**config.mk**
```make
export PLATFORM = sky130hd
export DESIGN_NAME = mux2_arbiter
export DESIGN_NICKNAME = d
export VERILOG_FILES = /design/src/rtl/mux2_arbiter.sv
export SDC_FILE = /design/constraint.sdc
export NUM_CORES = 1
export LEC_CHECK = 0
export ABC_AREA = 0
export BUFFER_PORTS_ARGS = -buffer_cell sky130_fd_sc_hd__buf_2
export CAP_MARGIN = 15
export CORE_AREA = 4 4 44 46
export DETAILED_ROUTE_END_ITERATION = 6
export DIE_AREA = 0 0 48 50
export GPL_TIMING_DRIVEN = 0
export HOLD_SLACK_MARGIN = 0.06
export MAX_ROUTING_LAYER = met4
export PLACE_DENSITY_LB_ADDON = 0.05
export SLEW_MARGIN = 0
export SYNTH_ARGS = -nofsm -noshare
export SYNTH_HDL_FRONTEND = slang
export SYNTH_SLANG_ARGS = --single-unit
```
**constraint.sdc**
```tcl
create_clock -name clk -period 1.6 [get_ports clk]
set_input_delay 0.32 -clock clk [delete_from_list [all_inputs] [get_ports clk]]
set_output_delay 0.32 -clock clk [all_outputs]
set_load 0.1 [all_outputs]
```
**src/rtl/mux2_arbiter.sv**
```systemverilog
// Round-robin arbiter sharing a registered 2-to-1 mux between requesters A and B.
// Optional build macro ARB_TIMEOUT_EN adds MAX_HOLD-cycle preemption of the owner.
module mux2_arbiter #(
  parameter int WIDTH    = 8,
  parameter int MAX_HOLD = 4
) (
  input  logic             clk,
  input  logic             n_reset,
  input  logic             req_a,
  input  logic             req_b,
  input  logic [WIDTH-1:0] data_a,
  input  logic [WIDTH-1:0] data_b,
  output logic             gnt_a,
  output logic             gnt_b,
  output logic             sel,
  output logic [WIDTH-1:0] y,
  output logic             y_valid
);

  typedef enum logic [1:0] {
    IDLE  = 2'd0,
    OWN_A = 2'd1,
    OWN_B = 2'd2
  } state_t;

  state_t             r_state;
  state_t             w_state_next;
  logic               r_last;      // 1 = B granted most recently
  logic               r_sel;
  logic [WIDTH-1:0]   r_y;
  logic               r_y_valid;
  logic               w_timeout;
  logic               w_sel_next;
  logic               w_load;

`ifdef ARB_TIMEOUT_EN
  localparam logic [7:0] HOLD_LIMIT = 8'(MAX_HOLD - 1);

  logic [7:0] r_hold_cnt;

  assign w_timeout = (r_hold_cnt == HOLD_LIMIT);

  // Parks at HOLD_LIMIT so a late competitor preempts on its first waiting cycle.
  always_ff @(posedge clk or negedge n_reset) begin
    if (!n_reset) begin
      r_hold_cnt <= 8'd0;
    end else if (w_state_next != IDLE && w_state_next != r_state) begin
      r_hold_cnt <= 8'd0;
    end else if (r_state != IDLE && r_hold_cnt != HOLD_LIMIT) begin
      r_hold_cnt <= r_hold_cnt + 8'd1;
    end
  end
`else
  assign w_timeout = 1'b0;
`endif

  // NOTE: every combinational output gets a default before the case, so no
  // path leaves it unassigned and no latch is inferred.
  always_comb begin
    w_state_next = r_state;
    case (r_state)
      IDLE: begin
        if (req_a && req_b) w_state_next = r_last ? OWN_A : OWN_B;
        else if (req_a)     w_state_next = OWN_A;
        else if (req_b)     w_state_next = OWN_B;
      end
      OWN_A: begin
        if (req_a && !(w_timeout && req_b)) w_state_next = OWN_A;
        else if (req_b)                     w_state_next = OWN_B;
        else                                w_state_next = IDLE;
      end
      OWN_B: begin
        if (req_b && !(w_timeout && req_a)) w_state_next = OWN_B;
        else if (req_a)                     w_state_next = OWN_A;
        else                                w_state_next = IDLE;
      end
      default: w_state_next = IDLE;
    endcase
  end

  assign w_sel_next = (w_state_next == OWN_B);
  assign w_load     = (w_state_next == OWN_A && req_a) ||
                      (w_state_next == OWN_B && req_b);

  // NOTE: sequential state uses non-blocking assignments so every register
  // samples the pre-edge values, independent of statement order.
  always_ff @(posedge clk or negedge n_reset) begin
    if (!n_reset) begin
      r_state   <= IDLE;
      r_last    <= 1'b1;
      r_sel     <= 1'b0;
      r_y       <= '0;
      r_y_valid <= 1'b0;
    end else begin
      r_state   <= w_state_next;
      r_y_valid <= w_load;
      if (w_state_next != IDLE) begin
        r_sel  <= w_sel_next;
        r_last <= w_sel_next;
      end
      if (w_load) r_y <= w_sel_next ? data_b : data_a;
    end
  end

  assign gnt_a   = (r_state == OWN_A);
  assign gnt_b   = (r_state == OWN_B);
  assign sel     = r_sel;
  assign y       = r_y;
  assign y_valid = r_y_valid;

endmodule

```
==> impl_results.md <==
- Syn Area/Cell: 9.521 um^2
- Slew Limit Headroom: 67.65%
- Main combinational cell family by area after synthesis: simple AND/OR/NAND/NOR gates
- Antenna-violating nets left: 0
- Die area: 0.002400 mm^2
- Syn Inst Count: 64
- Area Growth Syn to Fin: 35.93%
- CP arrival: 1.20 ns
- Antenna cell count: 0
- Status: completed
- Post-synth top cells: nand2_1 (20), dfrtp_1 (12), nor2_1 (10)
- Worst R2R End: y[0]$_DFFE_PN0P_
- Post-synthesis compound-gate area fraction: 16.63%
- Clock sinks: 13
- Synth Area in Simple Gates: 24.85%
- Mapped Area: 609.3 um^2
- Top-count cell post-synth: nand2_1
- Final worst path period share: 94.98%
- Seq/Total Area, Yosys: 53.59%
- Vias in the first global route: 475
- Number of setup buffers added after CTS: 0
- Top_reg_cell synth: dfrtp_1
- Worst R2R Start: r_state[0]$_DFF_PN0_
- Drt initial violations: 3
- Worst Reg-to-Reg Cells: 4
- Area leader, netlist: dfrtp_1
- Pre-CTS setup slack: 0.2539 ns
- Worst Setup End Kind: primary output
- Maximum clock rate: 658.1 MHz
- Flops & latches, synth: 13
- Maximum vdd drop: 0.001154 V
- Final Worst Setup Slack: 0.08038 ns
- Post-Synth Adder-Cell Area: 0%
- Endpoint, Worst Hold: y[5]$_DFFE_PN0P_
- Routed WL per cell: 11.56 um
- Largest stage delay, worst path: 0.44 ns
- Hold Startpoint: data_a[5]
- Gr ovfl total: 0
- CTS tree: yes
- DR DRC count: 0
- Final hold vios: 0
- Clock Tree Buf Depth: 2
- Max Cap Viol: 0
- Syn Nets: 84
- Worst Hold Depth: 3
- RSZ-0062 raised after global routing: false
- Buffers & Inverters on Critical Path: 1
- IO Port Bufs: 31
- GPL Wtd Cong: 0.7513
- Fillers: 150
- CP Launch Type: flop
- Largest net degree at the start of global routing: 14
- DP HPWL: 997.4 um
- Final WL: 1341 um
- IO Pins: 32
- Root Driver: clkbuf_4
- DIE WIDTH: 48 um
- Die Y: 50 um
- Initial Utilization: 40.45%
- Lkg Pwr: 0.4247 nW
- Critical Path RT: 1.28 ns
- Min-Delay Path Class: in2reg
- H-tree lvl count: 1
- Cell variety after synth: 16
- Clock skew: 0.003541 ns
- Xor and xnor area share after synthesis: 0%
- Crit path kind: reg2out
- Crit path cell chain: and2b_1 -> buf_4
- Reg clk slew, reported paths: 0.08 ns
- Least-Margin Pin Slew: 0.4886 ns
- Clock buffers created by TritonCTS: 3
- Power Density: 2354 mW/mm^2
- Gr usage total: 12.69%
- Ys Warns: 0
- Crit-path max FO: 6
- Core region area: 0.001506 mm^2
- Post-DR vias/cell: 4.707
- Initial antenna violation count: 0
- Multiplexer share of the synthesized area: 0%
- Fin. max-slew vios: 0
- Final net count: 121
- Synth top area cells: dfrtp_1 (49%), nand2_1 (12%), a31oi_2 (6.2%)
- Post-Route Setup TNS: 0 ns
- Delay-heaviest family, CP: flip-flops
- Crit path time final: 1.520 ns
- Asr flop ratio synth: 100.0%
- Clock Latency Late Sink: 0.27 ns
- FP Rows: 14
- First-pass GRT wire length: 2097 um
- First drt pass iteration count: 2
- Via count: 546
- R2R Setup Slk: 0.29 ns
- EDFF count, synth: 0
- Slowest cell on crit path: dfrtp_1
- Fraction of layout cells with a size suffix above 1: 45.00%
- Setup violations, final: 0
- Top cell type's share of synthesized area: 49.28%
flip-flops by register name (all words and copies together), names as in the netlist:
signal	count
sel	1
r_state	2
y	8
r_last	1
y_valid	1
cell type report:
type / instances / area (um^2) / area share [%]
Buffer: 2 / 22.52 / 2.719
Clock buffer: 4 / 26.28 / 3.172
Multi-Input combinational cell: 47 / 255.2 / 30.82
Sequential cell: 13 / 326.6 / 39.43
Inverter: 2 / 7.507 / 0.9063
Timing Repair Buffer: 32 / 170.2 / 20.54
Tap cell: 16 / 20.02 / 2.417
layout by cell type (no fill, tap or decap), types with 2 or more instances in the layout:
cell       n
a21oi_2    2
a31oi_1    5
a31oi_2    3
buf_2     29
buf_4      2
buf_6      2
clkbuf_4   3
dfrtp_1   12
nand2_1   20
nor2_1    10
worst max-delay path by stage:
stage | slack [ns] | to | from | cells past startpoint
after global placement | 0.25 | gnt_a | r_state[1]$_DFF_PN0_ | 2
after floorplan | 0.03 | gnt_b | r_state[1]$_DFF_PN0_ | 1
after CTS | 0.07 | gnt_a | r_state[1]$_DFF_PN0_ | 2
after detailed placement | 0.25 | gnt_a | r_state[1]$_DFF_PN0_ | 2
final | 0.08 | gnt_a | r_state[1]$_DFF_PN0_ | 2
after global routing | 0.04 | gnt_a | r_state[1]$_DFF_PN0_ | 2
logic make-up (layout without fill, tap and decap cells):
group / count (synthesis) / after routing
AOI/OAI and AO/OA: 12 / 12
buffers and inverters: 4 / 40
and+or+nand+nor: 35 / 35
DFF: 13 / 13
tightest hold or removal path, delay by kind of cell:
family,cells,cell delay (ns)
and+or+nand+nor,1,0.05
AOI/OAI and AO/OA,1,0.07
buffers and inverters,1,0.09
what timing repair did:
item                                    4_1_cts  5_1_grt
resized for setup                             2        0
hold buffers                                  1        0
endpoints found under the setup margin        2        0
hold endpoints to repair                     12        0
layer usage:
metal	vias up	share of wire, %	track usage (%)
met5	-	0	-
met4	0	1.3	6.726
met3	2	9.4	3.273
met2	23	46	17.40
met1	239	44	16.70
li1	282	-	-
power breakdown:
group	leakage (nW)	switching, mW	internal [mW]
clock network	0.0150	0.104	0.0965
logic	0.260	0.994	0.230
registers	0.149	0.0726	0.453
total	0.425	1.17	0.779
stage by stage:
| stage | area, um^2 | power, mW | instances | hold WS (ns) | utilization [%] |
|---|---|---|---|---|---|
| 6_report | 828.3 | 1.950 | 116 | 0.2896 | 54.98 |
| 5_1_grt | 828.3 | 2.043 | 116 | 0.2887 | 54.98 |
| 3_5_place_dp | 787.0 | 1.757 | 111 | 0.2159 | 52.24 |
| 3_3_place_gp | 787.0 | 1.747 | 111 | 0.2205 | 52.24 |
| 2_1_floorplan | 611.8 | 1.554 | 64 | 0.02441 | - |
| 4_1_cts | 828.3 | 1.972 | 116 | 0.2818 | 54.98 |
No activity file was read; power rests on OpenSTA's default activity.
